[config.mk]
export PLATFORM = sky130hd
export DESIGN_NAME = id_ex_stage_flat
export DESIGN_NICKNAME = d
export VERILOG_FILES = /design/src/rtl/mips_pkg.sv /design/src/rtl/id_ex_stage_if.sv /design/src/rtl/id_ex_decode.sv /design/src/rtl/id_ex_stage.sv /design/src/flat_wrapper.sv
export SDC_FILE = /design/constraint.sdc
export NUM_CORES = 1
export LEC_CHECK = 0
export BUFFER_PORTS_ARGS = -buffer_cell sky130_fd_sc_hd__clkbuf_2
export CORE_AREA = 2 2 115 117
export CTS_CLUSTER_SIZE = 30
export DETAILED_ROUTE_END_ITERATION = 8
export DIE_AREA = 0 0 117 119
export PLACE_DENSITY = 0.88
export SYNTH_ARGS = -nofsm -noshare
export SYNTH_HDL_FRONTEND = slang
export SYNTH_SLANG_ARGS = --single-unit
export TNS_END_PERCENT = 10
[constraint.sdc]
create_clock -name clk -period 2.8 [get_ports clk]
set_clock_uncertainty 0.2 [all_clocks]
set_input_delay 0.56 -clock clk [delete_from_list [all_inputs] [get_ports clk]]
set_output_delay 0.56 -clock clk [all_outputs]
set_load 0.1 [all_outputs]
[src/rtl/mips_pkg.sv]
// Shared constants and types for the ID->EX stage: ALU op encoding,
// MIPS opcode/funct values and the decoded-instruction record.
package mips_pkg;
    localparam int XLEN = 32;
    localparam int REGW = 5;

    typedef enum logic [3:0] {
        ALU_SLL   = 4'h0,
        ALU_SH1   = 4'h1,
        ALU_SRL   = 4'h2,
        ALU_SRA   = 4'h3,
        ALU_SLT   = 4'h6,
        ALU_AND   = 4'h8,
        ALU_OR    = 4'h9,
        ALU_XOR   = 4'hA,
        ALU_NOR   = 4'hB,
        ALU_ADD   = 4'hC,
        ALU_SUB   = 4'hE,
        ALU_PASS2 = 4'hF
    } alu_op_t;

    localparam logic [5:0] OP_RTYPE = 6'h00;
    localparam logic [5:0] OP_ADDI  = 6'h08;
    localparam logic [5:0] OP_ADDIU = 6'h09;
    localparam logic [5:0] OP_SLTI  = 6'h0A;
    localparam logic [5:0] OP_ANDI  = 6'h0C;
    localparam logic [5:0] OP_ORI   = 6'h0D;
    localparam logic [5:0] OP_XORI  = 6'h0E;
    localparam logic [5:0] OP_LUI   = 6'h0F;
    localparam logic [5:0] OP_LW    = 6'h23;
    localparam logic [5:0] OP_SW    = 6'h2B;
    localparam logic [5:0] FN_SLT   = 6'h2A;

    // Operand shaping: REG keeps v1=rs/v2=rt, SHAMT/SHRS replace v1 for
    // shifts, the rest replace v2 with an immediate form.
    typedef enum logic [2:0] {
        SEL_REG, SEL_SHAMT, SEL_SHRS, SEL_SEXT, SEL_ZEXT, SEL_UPPER
    } sel_t;

    typedef struct packed {
        alu_op_t          op;
        logic             use_rs;
        logic             use_rt;
        sel_t             sel_imm;
        logic [REGW-1:0]  dst;
        logic             wen;
        logic             is_load;
        logic             is_store;
        logic             illegal;
    } decode_t;

    // True when a producer with enable en writes register src.
    function automatic logic reg_hit(logic en, logic [REGW-1:0] dst, logic [REGW-1:0] src);
        return en && (dst == src);
    endfunction
endpackage

[src/rtl/id_ex_stage_if.sv]
// Upstream/forwarding inputs and registered EX-slot outputs of id_ex_stage.
// master = ID side driving the stage, slave = the stage itself.
interface id_ex_stage_if;
    import mips_pkg::*;

    logic              stall, flush, in_valid;
    logic [XLEN-1:0]   in_instr, in_rs_val, in_rt_val;
    logic              fwd_mem_wen, fwd_wb_wen;
    logic [REGW-1:0]   fwd_mem_reg, fwd_wb_reg;
    logic [XLEN-1:0]   fwd_mem_val, fwd_wb_val;
    logic              hazard_stall;
    logic              ex_valid, ex_wen, ex_is_load, ex_is_store, ex_illegal;
    alu_op_t           ex_op;
    logic [XLEN-1:0]   ex_v1, ex_v2, ex_store_val;
    logic [REGW-1:0]   ex_dst;

    modport master (
        output stall, flush, in_valid, in_instr, in_rs_val, in_rt_val,
               fwd_mem_wen, fwd_mem_reg, fwd_mem_val, fwd_wb_wen, fwd_wb_reg, fwd_wb_val,
        input  hazard_stall, ex_valid, ex_op, ex_v1, ex_v2, ex_dst, ex_wen,
               ex_is_load, ex_is_store, ex_store_val, ex_illegal
    );
    modport slave (
        input  stall, flush, in_valid, in_instr, in_rs_val, in_rt_val,
               fwd_mem_wen, fwd_mem_reg, fwd_mem_val, fwd_wb_wen, fwd_wb_reg, fwd_wb_val,
        output hazard_stall, ex_valid, ex_op, ex_v1, ex_v2, ex_dst, ex_wen,
               ex_is_load, ex_is_store, ex_store_val, ex_illegal
    );
endinterface

[src/rtl/id_ex_decode.sv]
// Combinational MIPS instruction decode into a decode_t record.
import mips_pkg::*;

module id_ex_decode (
    input  logic [5:0]      opcode,
    input  logic [5:0]      funct,
    input  logic [REGW-1:0] rt,
    input  logic [REGW-1:0] rd,
    output decode_t         dec
);
    // Classify the instruction, pick ALU op, operand shaping and destination.
    always_comb begin
        dec        = '0;
        dec.use_rs = 1'b1;
        if (opcode == OP_RTYPE) begin
            dec.use_rt = 1'b1;
            dec.dst    = rd;
            if (funct[5:3] == 3'b000) begin
                // shamt shifts never read rs; variable shifts take rs[4:0]
                dec.op      = alu_op_t'({2'b00, funct[1:0]});
                dec.sel_imm = funct[2] ? SEL_SHRS : SEL_SHAMT;
                dec.use_rs  = funct[2];
            end else if (funct[5:3] == 3'b100) begin
                // folds the unsigned add/sub variants onto add/sub
                dec.op = alu_op_t'({funct[3:1], funct[0] & funct[2]} ^ 4'b1100);
            end else if (funct == FN_SLT) begin
                dec.op = ALU_SLT;
            end else begin
                dec.illegal = 1'b1;
            end
            dec.wen = !dec.illegal && (rd != '0);
        end else begin
            dec.dst     = rt;
            dec.op      = ALU_ADD;
            dec.sel_imm = SEL_SEXT;
            case (opcode)
                OP_ADDI, OP_ADDIU: ;
                OP_SLTI: dec.op = ALU_SLT;
                OP_ANDI: begin dec.op = ALU_AND;   dec.sel_imm = SEL_ZEXT;  end
                OP_ORI:  begin dec.op = ALU_OR;    dec.sel_imm = SEL_ZEXT;  end
                OP_XORI: begin dec.op = ALU_XOR;   dec.sel_imm = SEL_ZEXT;  end
                OP_LUI:  begin dec.op = ALU_PASS2; dec.sel_imm = SEL_UPPER; end
                OP_LW:   dec.is_load = 1'b1;
                OP_SW:   begin dec.is_store = 1'b1; dec.use_rt = 1'b1; end
                default: dec.illegal = 1'b1;
            endcase
            dec.wen = !dec.illegal && !dec.is_store && (rt != '0);
        end
    end
endmodule

[src/rtl/id_ex_stage.sv]
// ID->EX pipeline register: operand select/forward, load-use interlock,
// stall hold and flush bubble.
// Optional feature: define ID_EX_FORWARD_EN to forward EX/MEM and MEM/WB
// results into the operands; without it, any pending writer of a source
// register raises hazard_stall instead.
import mips_pkg::*;

module id_ex_stage (
    input  logic          clk,
    input  logic          resetn,
    id_ex_stage_if.slave  bus
);
    logic [REGW-1:0] rs, rt, shamt;
    logic [15:0]     imm;
    decode_t         dec;
    logic [XLEN-1:0] rs_val, rt_val, v1, v2;
    logic            raw_rs, raw_rt, hit_rs, hit_rt;

    assign rs    = bus.in_instr[25:21];
    assign rt    = bus.in_instr[20:16];
    assign shamt = bus.in_instr[10:6];
    assign imm   = bus.in_instr[15:0];

    id_ex_decode u_dec (
        .opcode (bus.in_instr[31:26]),
        .funct  (bus.in_instr[5:0]),
        .rt     (rt),
        .rd     (bus.in_instr[15:11]),
        .dec    (dec)
    );

    // Source values: forwarded (EX/MEM over MEM/WB) when enabled; $0 is always zero.
    always_comb begin
        rs_val = bus.in_rs_val;
        rt_val = bus.in_rt_val;
`ifdef ID_EX_FORWARD_EN
        if (reg_hit(bus.fwd_wb_wen,  bus.fwd_wb_reg,  rs)) rs_val = bus.fwd_wb_val;
        if (reg_hit(bus.fwd_mem_wen, bus.fwd_mem_reg, rs)) rs_val = bus.fwd_mem_val;
        if (reg_hit(bus.fwd_wb_wen,  bus.fwd_wb_reg,  rt)) rt_val = bus.fwd_wb_val;
        if (reg_hit(bus.fwd_mem_wen, bus.fwd_mem_reg, rt)) rt_val = bus.fwd_mem_val;
`endif
        if (rs == '0) rs_val = '0;
        if (rt == '0) rt_val = '0;
    end

    // Shape the ALU operands from the decoded selector.
    always_comb begin
        v1 = rs_val;
        v2 = rt_val;
        case (dec.sel_imm)
            SEL_SHAMT: v1 = {{(XLEN-REGW){1'b0}}, shamt};
            SEL_SHRS:  v1 = {{(XLEN-REGW){1'b0}}, rs_val[REGW-1:0]};
            SEL_SEXT:  v2 = {{16{imm[15]}}, imm};
            SEL_ZEXT:  v2 = {16'b0, imm};
            SEL_UPPER: v2 = {imm, 16'b0};
            default: ;
        endcase
    end

`ifdef ID_EX_FORWARD_EN
    assign raw_rs = 1'b0;
    assign raw_rt = 1'b0;
`else
    // Without forwarding every in-flight writer of a source must drain first.
    assign raw_rs = reg_hit(bus.ex_valid && bus.ex_wen, bus.ex_dst, rs)
                 || reg_hit(bus.fwd_mem_wen, bus.fwd_mem_reg, rs)
                 || reg_hit(bus.fwd_wb_wen,  bus.fwd_wb_reg,  rs);
    assign raw_rt = reg_hit(bus.ex_valid && bus.ex_wen, bus.ex_dst, rt)
                 || reg_hit(bus.fwd_mem_wen, bus.fwd_mem_reg, rt)
                 || reg_hit(bus.fwd_wb_wen,  bus.fwd_wb_reg,  rt);
`endif

    assign hit_rs = dec.use_rs && (rs != '0)
                 && (reg_hit(bus.ex_valid && bus.ex_is_load, bus.ex_dst, rs) || raw_rs);
    assign hit_rt = dec.use_rt && (rt != '0)
                 && (reg_hit(bus.ex_valid && bus.ex_is_load, bus.ex_dst, rt) || raw_rt);
    assign bus.hazard_stall = bus.in_valid && (hit_rs || hit_rt);

    // EX slot register: flush > stall > interlock bubble > load.
    always_ff @(posedge clk or negedge resetn) begin
        if (!resetn) begin
            bus.ex_valid     <= 1'b0;
            bus.ex_op        <= ALU_SLL;
            bus.ex_v1        <= '0;
            bus.ex_v2        <= '0;
            bus.ex_dst       <= '0;
            bus.ex_wen       <= 1'b0;
            bus.ex_is_load   <= 1'b0;
            bus.ex_is_store  <= 1'b0;
            bus.ex_store_val <= '0;
            bus.ex_illegal   <= 1'b0;
        end else if (bus.flush || (!bus.stall && bus.hazard_stall)) begin
            bus.ex_valid    <= 1'b0;
            bus.ex_wen      <= 1'b0;
            bus.ex_is_load  <= 1'b0;
            bus.ex_is_store <= 1'b0;
            bus.ex_illegal  <= 1'b0;
        end else if (!bus.stall) begin
            bus.ex_valid     <= bus.in_valid;
            bus.ex_op        <= dec.op;
            bus.ex_v1        <= v1;
            bus.ex_v2        <= v2;
            bus.ex_dst       <= dec.dst;
            bus.ex_wen       <= bus.in_valid && dec.wen;
            bus.ex_is_load   <= bus.in_valid && dec.is_load;
            bus.ex_is_store  <= bus.in_valid && dec.is_store;
            bus.ex_store_val <= rt_val;
            bus.ex_illegal   <= bus.in_valid && dec.illegal;
        end
    end
endmodule

[src/flat_wrapper.sv]
// flat-port wrapper written by rule: the top's interface ports become plain ports
module id_ex_stage_flat 
  (clk, resetn, bus_stall, bus_flush, bus_in_valid, bus_in_instr, bus_in_rs_val, bus_in_rt_val, bus_fwd_mem_wen, bus_fwd_mem_reg, bus_fwd_mem_val, bus_fwd_wb_wen, bus_fwd_wb_reg, bus_fwd_wb_val, bus_hazard_stall, bus_ex_valid, bus_ex_op, bus_ex_v1, bus_ex_v2, bus_ex_dst, bus_ex_wen, bus_ex_is_load, bus_ex_is_store, bus_ex_store_val, bus_ex_illegal);
  id_ex_stage_if bus_i ();
  input  logic clk;
  input  logic resetn;
  input wire logic [$bits(bus_i.stall)-1:0] bus_stall;
  input wire logic [$bits(bus_i.flush)-1:0] bus_flush;
  input wire logic [$bits(bus_i.in_valid)-1:0] bus_in_valid;
  input wire logic [$bits(bus_i.in_instr)-1:0] bus_in_instr;
  input wire logic [$bits(bus_i.in_rs_val)-1:0] bus_in_rs_val;
  input wire logic [$bits(bus_i.in_rt_val)-1:0] bus_in_rt_val;
  input wire logic [$bits(bus_i.fwd_mem_wen)-1:0] bus_fwd_mem_wen;
  input wire logic [$bits(bus_i.fwd_mem_reg)-1:0] bus_fwd_mem_reg;
  input wire logic [$bits(bus_i.fwd_mem_val)-1:0] bus_fwd_mem_val;
  input wire logic [$bits(bus_i.fwd_wb_wen)-1:0] bus_fwd_wb_wen;
  input wire logic [$bits(bus_i.fwd_wb_reg)-1:0] bus_fwd_wb_reg;
  input wire logic [$bits(bus_i.fwd_wb_val)-1:0] bus_fwd_wb_val;
  output wire logic [$bits(bus_i.hazard_stall)-1:0] bus_hazard_stall;
  output wire logic [$bits(bus_i.ex_valid)-1:0] bus_ex_valid;
  output wire logic [$bits(bus_i.ex_op)-1:0] bus_ex_op;
  output wire logic [$bits(bus_i.ex_v1)-1:0] bus_ex_v1;
  output wire logic [$bits(bus_i.ex_v2)-1:0] bus_ex_v2;
  output wire logic [$bits(bus_i.ex_dst)-1:0] bus_ex_dst;
  output wire logic [$bits(bus_i.ex_wen)-1:0] bus_ex_wen;
  output wire logic [$bits(bus_i.ex_is_load)-1:0] bus_ex_is_load;
  output wire logic [$bits(bus_i.ex_is_store)-1:0] bus_ex_is_store;
  output wire logic [$bits(bus_i.ex_store_val)-1:0] bus_ex_store_val;
  output wire logic [$bits(bus_i.ex_illegal)-1:0] bus_ex_illegal;
  assign bus_i.stall = bus_stall;
  assign bus_i.flush = bus_flush;
  assign bus_i.in_valid = bus_in_valid;
  assign bus_i.in_instr = bus_in_instr;
  assign bus_i.in_rs_val = bus_in_rs_val;
  assign bus_i.in_rt_val = bus_in_rt_val;
  assign bus_i.fwd_mem_wen = bus_fwd_mem_wen;
  assign bus_i.fwd_mem_reg = bus_fwd_mem_reg;
  assign bus_i.fwd_mem_val = bus_fwd_mem_val;
  assign bus_i.fwd_wb_wen = bus_fwd_wb_wen;
  assign bus_i.fwd_wb_reg = bus_fwd_wb_reg;
  assign bus_i.fwd_wb_val = bus_fwd_wb_val;
  assign bus_hazard_stall = bus_i.hazard_stall;
  assign bus_ex_valid = bus_i.ex_valid;
  assign bus_ex_op = bus_i.ex_op;
  assign bus_ex_v1 = bus_i.ex_v1;
  assign bus_ex_v2 = bus_i.ex_v2;
  assign bus_ex_dst = bus_i.ex_dst;
  assign bus_ex_wen = bus_i.ex_wen;
  assign bus_ex_is_load = bus_i.ex_is_load;
  assign bus_ex_is_store = bus_i.ex_is_store;
  assign bus_ex_store_val = bus_i.ex_store_val;
  assign bus_ex_illegal = bus_i.ex_illegal;
  id_ex_stage u_core (.clk(clk), .resetn(resetn), .bus(bus_i));
endmodule
# Yosys cells after proc, flatten, opt, wreduce, memory -nomap -nowiden

Cells that the tools add are included.

Register bits after elaboration: 110
Bits in latches: 0
Bits in writable memories: 0
Memory bits (read-only): 0
Bits of input ports: 177
Output and inout port bits: 111
Word-level logic and storage cells: 118
Memories: 0

Add/sub/neg operators: 0
Multipliers: 0
Divide/modulo/power cells: 0
$lt $le $gt $ge: 0
Equality and inequality tests: 23
Shift operators: 0
Muxes and demuxes: 36
Bitwise operators: 4
Reduce and logical (&&, ||, !) cells: 45

Operator list:

| cell                                                             | count |
|---|---|
| 32-bit case mux with 3 select lines                              | 1 |
| 32-bit two-way mux                                               | 2 |
| 32-bit case mux with 2 select lines                              | 1 |
| 6-bit by 4-bit == test with 1-bit output (second input constant) | 7 |
| 5-bit == test                                                    | 6 |
| 1-bit logical AND                                                | 23 |
| 1-bit two-way mux                                                | 22 |
| 4-bit case mux with 5 select lines                               | 1 |
| 6-bit == test (second input constant)                            | 3 |
| 5-bit nonzero test                                               | 3 |
| 4-bit two-way mux                                                | 3 |
| 5-bit zero test                                                  | 2 |
| 10-bit two-way mux                                               | 1 |
| 3-bit == test (second input constant)                            | 3 |
| 9-bit OR reduction                                               | 1 |
| 1-bit logical OR                                                 | 8 |
| 3-bit by 2-bit == test with 1-bit output (second input constant) | 2 |
| 6-bit zero test                                                  | 1 |
| 2-bit two-way mux                                                | 3 |
| 3-bit case mux with 2 select lines                               | 1 |
| 1-bit zero test                                                  | 4 |
| 3-bit by 1-bit == test with 1-bit output (second input constant) | 1 |
| 3-bit zero test                                                  | 1 |
| 3-bit two-way mux                                                | 1 |
| other kinds (6)                                                  | 7 |

# Longest topological paths before layout

Gate-level depths: netlist of run 1.

Depth in word-level cells: 16
Gate-level depth with buffers: 9
Depth with buffers taken out: 6

# Cells and area by module

A second synthesis of run 1 with hierarchy kept.

Cell total of the unflattened synthesis: 565
Area, all modules: 5,771.8 µm²

By module, submodules not included:

| module       | times used | cells each | area an instance (µm²) | seq. area each (µm²) |
|---|---|---|---|---|
| id_ex_stage  | 1          | 501        | 5,441.5                | 2,752.6 |
| id_ex_decode | 1          | 64         | 330.3                  | 0.0 |

# Worst setup path before layout of run 1

OpenSTA, ideal clock, no wires.

Path kind: register to output
From: register u_core.bus.ex_valid
To: output port bus_hazard_stall
Arrival time: 2.526 ns
Data required time: 2.040 ns
Setup slack: -0.486 ns
Cell stages (with the launch flop): 7
Buffers on the path: 1
Cells stage by stage: dfrtp_1 -> o21ai_0 -> nor4_1 -> a32o_1 -> o2111ai_2 -> o21ai_1 -> buf_2

Cells in the longest elaborated chain, start to end: 8
Elaborated cells between the ends (all ways): 16
Those cells by class: reduce/logical: 16

Ends and longest elaborated chain:

| what                                        | RTL line                             | RTL |
|---|---|---|
| start, declared                             | id_ex_stage_if.sv:26                 | `output hazard_stall, ex_valid, ex_op, ex_v1, ex_v2, ex_dst, ex_wen,` |
| start signal, assigned                      | id_ex_stage.sv:99                    | `bus.ex_valid <= bus.in_valid;` |
| 1-bit logical AND                           | id_ex_stage.sv:65, id_ex_stage.sv:68 |  |
| 1-bit logical AND                           | mips_pkg.sv:54                       | `return en && (dst == src);` |
| 1-bit logical OR, on equally long branches  | id_ex_stage.sv:66, id_ex_stage.sv:69 |  |
| 1-bit logical OR, on equally long branches  | id_ex_stage.sv:67, id_ex_stage.sv:70 |  |
| 1-bit logical OR, on equally long branches  | id_ex_stage.sv:74, id_ex_stage.sv:76 |  |
| 1-bit logical AND, on equally long branches | id_ex_stage.sv:74, id_ex_stage.sv:76 |  |
| 1-bit logical OR *                          | id_ex_stage.sv:77                    | `assign bus.hazard_stall = bus.in_valid && (hit_rs \|\| hit_rt);` |
| 1-bit logical AND *                         | id_ex_stage.sv:77                    |  |
| end, declared                               | flat_wrapper.sv:19                   | `output wire logic [$bits(bus_i.hazard_stall)-1:0] bus_hazard_stall;` |

Mark *: on every way between the ends. The rest lies on a longest branch, timed or not.

# Worst setup path in the final report of run 1

From: input port bus_in_instr[26]
To: output port bus_hazard_stall

Cells in the longest elaborated chain, start to end: 7
Elaborated cells between the ends (all ways): 11
Those cells by class: eq/ne: 1; mux: 3; reduce/logical: 7

Ends and longest elaborated chain:

| what                | RTL line           | RTL |
|---|---|---|
| start, declared     | flat_wrapper.sv:10 | `input wire logic [$bits(bus_i.in_instr)-1:0] bus_in_instr;` |
| 6-bit == test       | id_ex_decode.sv:36 | `case (opcode)` |
| 1-bit two-way mux   | id_ex_decode.sv:36 |  |
| 10-bit two-way mux  | id_ex_decode.sv:15 | `if (opcode == OP_RTYPE) begin` |
| 1-bit logical AND   | id_ex_stage.sv:75  | `assign hit_rt = dec.use_rt && (rt != '0)` |
| 1-bit logical AND   | id_ex_stage.sv:76  | `&& (reg_hit(bus.ex_valid && bus.ex_is_load, bus.ex_dst, rt) \|\| raw_rt);` |
| 1-bit logical OR *  | id_ex_stage.sv:77  |  |
| 1-bit logical AND * | id_ex_stage.sv:77  |  |

Marked as above.

==> impl_metrics.ini, run 1 <==
[yosys]
synth_cell_types = 46
yosys_warnings = 0
syn_area_um2 = 5708
netlist_instances = 535
synth_ff_type = dfrtp_1
syn_nets = 712
yosysTopAreaCellShare_pct = 48.22
ys_top_cells_by_area = dfrtp_1 48%, o2bb2ai_1 9.1%, nand3_1 6.3%, mux2_2 5.1%, mux2_1 3.9%
synth-seq-area-share_pct = 48.22
synth_seq_cells = 110
synth_edf_count = 0
synth_top_cell_by_area = dfrtp_1
syn_area_per_cell_um2 = 10.67
async_reset_ff_share_pct = 100.0

[drt]
via_count = 5326
drtIter0Drc = 458
drc = 0
ant_nets = 0
routed_wl_um = 17860
dr.pass1.iters = 5
post_drt_wl_per_cell_um = 19.06
viasPerCell = 5.684

[floorplanning]
core_um2 = 12870
num_rows = 42
die-area_um2 = 13920
dieHeight_um = 119
initial_utilization_pct = 44.33
fp.dieW_um = 117
ios = 288

[global_route]
grt_max_degree = 63
grt_pass1_wl_um = 27700
met3_usage_pct = 4.784
grt_use_met1_pct = 34.50
overflow = 0
grt_antenna_before_repair = 0
grt_busiest_layer = met2
track_usage_pct = 25.61
grt_pass1_vias = 5260
use_met2_pct = 41.22

[timing]
hold_viol_final = 0
worstMarginPinSlew_ps = 1237
period_minus_slack_ps = 2744
fin_crit_sh_pct = 97.98
max_freq_mhz = 364.5
slew_violations = 0
maxSlewHeadroom_pct = 17.24
setup_violations = 0

[clocking]
cts_root_buffer = clkbuf_16
cts_tree = yes
cts_hold_buf = 0
cts_sinks = 110
max-clock-path-buffers = 2
clk_latency_ps = 340
clkTransAtPathRegs_ps = 70
cts_max_level = 3
cts_made_buffers = 9

[place]
hpwl_um = 13000
gp_congestion = 0.8700
placed_cells = 918
dpl_cell_area_um2 = 7121
portBuffers = 223

[setup_path]
startpoint_type = input pin
crit_required_ps = 2040
crit_family = simple AND/OR/NAND/NOR gates
path_cells = clkbuf_2, or4_1, a21boi_4, o2111ai_4, o21ai_4, buf_12
critPathArrivalTime_ps = 1980
end_kind = output port
crit_slowest_cell = or4_1
max_stage_delay_ps = 580
path_max_fanout = 3
path_class = input pin to output port
crit_buf_inv = 2

[hold_path]
hold_class = input pin to async pin

[outcome]
status = finished, final reports clean

[finish]
drive_above_1_share_pct = 41.92
final_nets = 933
final_cells = 937
multi_input_area_um2 = 2716
area_delta_synth_final_pct = 30.40
post-route-util_pct = 57.81
antenna_cells = 0
nFillCells = 1116
regArea_um2 = 2760
finalInstanceArea_um2 = 7443

[pwr]
leakage_uw = 0.003479
irDropWorstVdd_v = 0.0004934
p_per_area_nw_per_um2 = 772.7
p_total_uw = 5751

[flow_run]
cap_violations = 0
[per-stage QoR]
| step | setup WS (ps) | hold WS, ps | TNS (ps) |
|---|---|---|---|
| after floorplan | 9.453 | 64.41 | 0 |
| after global placement | 9.122 | 265.5 | 0 |
| after detailed placement | -71.22 | 273.1 | -3081 |
| after CTS | 3.929 | 36.16 | 0 |
| after global routing | -4.671 | 50.33 | -4.671 |
| final | 56.44 | 4.892 | 0 |
[Yosys cell counts, types with 2 or more instances]
cell / number
o41ai_1: 3
and3_1: 3
nor2_1: 13
a32o_1: 17
inv_1: 4
xor2_1: 22
clkbuf_1: 18
nand2_1: 41
xnor2_1: 8
nand3b_1: 2
o211ai_1: 2
a22oi_1: 4
buf_6: 11
nand2b_1: 2
o31ai_1: 2
mux2_2: 26
buf_2: 12
nand4_1: 3
o2bb2ai_1: 59
nand3_1: 72
nor3_1: 6
o21ai_1: 2
o21ai_0: 4
dfrtp_1: 110
nor2b_1: 2
clkbuf_2: 5
mux2_1: 20
nor4_1: 5
a21oi_1: 40
[where the power goes]
part	switching, uW	internal, uW
Sequential	141	1820
Combinational	2140	455
Clock	587	607
Total	2870	2880
[registers in the layout, indices dropped and copies added, names as in the netlist]
signal	flops
u_core.bus.ex_illegal	1
u_core.bus.ex_valid	1
u_core.bus.ex_store_val	32
u_core.bus.ex_is_load	1
u_core.bus.ex_is_store	1
u_core.bus.ex_op	4
u_core.bus.ex_v2	32
u_core.bus.ex_dst	5
u_core.bus.ex_wen	1
u_core.bus.ex_v1	32
[worst paths after layout]
check	from	to	slack, ps	cells after the start
min reg2reg	u_core.bus.ex_v1[30]$_DFFE_PN0P_	u_core.bus.ex_v1[30]$_DFFE_PN0P_	290	1
max reg2reg	u_core.bus.ex_dst[4]$_DFFE_PN0P_	u_core.bus.ex_v2[15]$_DFFE_PN0P_	270	8
max in group asynchronous	resetn	u_core.bus.ex_v2[25]$_DFFE_PN0P_	1710	2
min	resetn	u_core.bus.ex_v1[28]$_DFFE_PN0P_	5	1
max	bus_in_instr[26]	bus_hazard_stall	60	6
min in group clk	bus_in_rs_val[5]	u_core.bus.ex_v1[5]$_DFFE_PN0P_	250	3
[worst reg2reg max path, cell delays in order, from the launching register on]
cell       delay (ps)
dfrtp_2           430
xor2_1            160
nor4_2            320
a32o_2            220
o2111ai_4         160
buf_4             180
o211ai_4          110
buf_12            250
mux2_2            380
[layout by cell type, fill, tap and decap left out, types with 2 or more instances in the layout]
cell type,Yosys,final
buf_12,0,7
nor2_1,13,12
nand3b_1,2,2
inv_1,4,4
nand2b_1,2,2
o21ai_1,2,2
xnor2_1,8,8
clkbuf_16,0,9
nor4_2,1,2
o31ai_1,2,2
nand3_1,72,72
o2bb2ai_1,59,59
a21oi_1,40,40
buf_4,0,29
mux2_1,20,20
nand2_1,41,40
dfrtp_1,110,104
o211ai_1,2,2
clkbuf_1,18,2
clkbuf_2,5,220
a32o_1,17,16
clkinv_2,0,2
nor4_1,5,4
dfrtp_2,0,6
and3_1,3,2
o21ai_0,4,3
a22oi_1,4,4
nor3_1,6,5
mux2_2,26,26
xor2_1,22,22
nand4_1,3,3
o41ai_1,3,3
nor3_2,1,2
[layout make-up]
class                           count  share of cell area [%]
Tap cell                          176                   2.958
Timing Repair Buffer              257                   19.67
Clock buffer                       11                   3.127
Sequential cell                   110                   37.08
Inverter                            4                  0.2017
Multi-Input combinational cell    374                   36.49
Clock inverter                      5                  0.4707
[layer usage]
metal	wire length, um	vias up
met4	498	0
met2	8647	260
met3	1330	37
met5	0	-
met1	7384	2581
li1	-	2448
[timing repair]
action	in CTS	in global routing
hold endpoints to repair	0	0
setup endpoints to repair	1	1
pin swaps	1	5
buffers inserted	0	3
resized for setup	4	4
[cell families (layout without fill, tap and decap cells)]
group,after synthesis,in the layout,share of synthesized area (%)
simple gates,155,155,13.46
mux,47,47,9.250
xor+xnor,30,30,4.603
flops,110,110,48.22
buf+inv,51,277,5.173
compound gates,142,142,19.29
Power figures use the tool's default switching activity.
==> run 2, diff against run 1 <==
- BUFFER_PORTS_ARGS: -buffer_cell sky130_fd_sc_hd__clkbuf_2 -> -buffer_cell sky130_fd_sc_hd__buf_4
==> impl_metrics.ini, run 2 (synthesis results as in run 1) <==
[clocking]
cts_sinks = 110
clkTransAtPathRegs_ps = 80
clk_latency_ps = 340
cts_tree = yes
cts_max_level = 3
cts_root_buffer = clkbuf_16
cts_hold_buf = 0
max-clock-path-buffers = 2
cts_made_buffers = 9

[setup_path]
crit_family = compound AO/OA/AOI/OAI gates
max_stage_delay_ps = 530
path_class = input pin to output port
r2r-start = u_core.bus.ex_dst[4]$_DFFE_PN0P_
crit_required_ps = 2040
crit_buf_inv = 2
crit_slowest_cell = or4_4
path_cells = buf_4, or4_4, a21boi_2, o2111ai_2, o21ai_4, buf_12
path_max_fanout = 3
end_kind = output port
r2r_slack_ps = 360
r2r-end = u_core.bus.ex_v2[5]$_DFFE_PN0P_
rr_worst_depth = 8
startpoint_type = input pin
critPathArrivalTime_ps = 1970

[floorplanning]
initial_utilization_pct = 44.33
core_um2 = 12870
die-area_um2 = 13920
num_rows = 42
fp.dieW_um = 117
dieHeight_um = 119
ios = 288

[finish]
top_regs = u_core.bus.ex_store_val: 32 flops, u_core.bus.ex_v1: 32 flops, u_core.bus.ex_v2: 32 flops
layout_commonest_cell = buf_4
drive_above_1_share_pct = 42.46
area_delta_synth_final_pct = 40.77
final_nets = 935
nFillCells = 1023
final_cell_mix = 254 x buf_4, 104 x dfrtp_1, 71 x nand3_1
final_cells = 939
multi_input_area_um2 = 2705
regArea_um2 = 2760
post-route-util_pct = 62.41
antenna_cells = 0

[timing]
setup_violations = 0
worstMarginPinSlew_ps = 1314
slew_violations = 0
period_minus_slack_ps = 2731
maxSlewHeadroom_pct = 12.08
rsz0062_at_grt = false
fin_crit_sh_pct = 97.54
max_freq_mhz = 366.1
hold_viol_final = 0
tns_ps = 0

[drt]
via_count = 5415
ant_nets = 0
dr.pass1.iters = 5
routed_wl_um = 18530
viasPerCell = 5.767
drtIter0Drc = 402
post_drt_wl_per_cell_um = 19.73
drc = 0

[place]
hpwl_um = 13400
gp_congestion = 0.8514
placed_cells = 923
portBuffers = 223

[pwr]
power_frac_clock_pct = 22.9
leakage_uw = 0.003657
p_comb_share_pct = 45.3
p_seq_share_pct = 31.8
irDropWorstVdd_v = 0.0005062
p_per_area_nw_per_um2 = 768.2
p_int_uw = 3258
power_switching_uw = 2914
p_total_uw = 6172
swShare_pct = 47.21

[flow_run]
cap_violations = 0

[global_route]
overflow = 0
grt_pass1_vias = 5344
grt_pass1_wl_um = 28530
grt_antenna_before_repair = 0
grt_max_degree = 111
track_usage_pct = 26.31

[hold_path]
hold_class = input pin to async pin

[outcome]
status = finished, final reports clean
-- run 2: changes by cell type in the layout (fill, tap and decap cells not counted), moves of 2 or more --
cell,previous run,this run
bufinv_16,0,2
buf_4,29,254
clkinv_2,2,0
buf_12,7,5
inv_6,1,3
clkbuf_1,2,0
clkbuf_2,220,0
-- run 2: cell type report --
class	count	area share, %
Timing Repair Buffer	259	24.98
Inverter	4	0.1869
Multi-Input combinational cell	374	33.67
Clock inverter	7	1.277
Clock buffer	9	2.803
Tap cell	176	2.741
Sequential cell	110	34.35
-- run 2: routing by layer --
metal / wire length (um) / track usage (%) / share of wire (%) / up-vias
met5: 0 / 0 / 0 / -
li1: - / - / - / 2446
met1: 7767 / 35.67 / 42 / 2664
met4: 706 / 11.47 / 3.8 / 0
met2: 8917 / 41.58 / 48 / 251
met3: 1139 / 4.224 / 6.1 / 54
-- run 2: power by group through the flow --
stage	logic, uW	clock network (uW)	registers (uW)
after floorplan	388	0	3650
after global placement	2760	0	1980
after detailed placement	2790	0	1990
after CTS	2800	1440	1960
after global routing	2870	1490	1990
final	2800	1410	1960
-- run 2: per-stage QoR --
step / hold WS (ps) / worst slack, ps / instance area (um2)
2_1_floorplan: 64.41 / 9.453 / 5725
3_3_place_gp: 266.4 / -61.28 / 7674
3_5_place_dp: 267.9 / -97.08 / 7674
4_1_cts: 115.8 / 15.66 / 8009
5_1_grt: 138.4 / 11.36 / 8035
6_report: 88.61 / 68.81 / 8035
-- run 2: worst max-delay path by stage --
| stage | start | end | slack [ps] | cells past startpoint |
|---|---|---|---|---|
| floorplan | bus_in_instr[26] | bus_hazard_stall | 9 | 6 |
| global placement | bus_in_instr[26] | bus_hazard_stall | -60 | 6 |
| detailed placement | bus_in_instr[26] | u_core.bus.ex_v2[5]$_DFFE_PN0P_ | -100 | 8 |
| CTS | bus_in_instr[26] | bus_hazard_stall | 20 | 6 |
| global route | bus_in_instr[26] | bus_hazard_stall | 10 | 6 |
| finish | bus_in_instr[26] | bus_hazard_stall | 70 | 6 |
-- run 2: repair_timing --
action / in CTS / in global routing
gates resized for setup: 2 / 7
endpoints found under the setup margin: 1 / 1
pin swaps: 0 / 2
setup buffers: 0 / 0
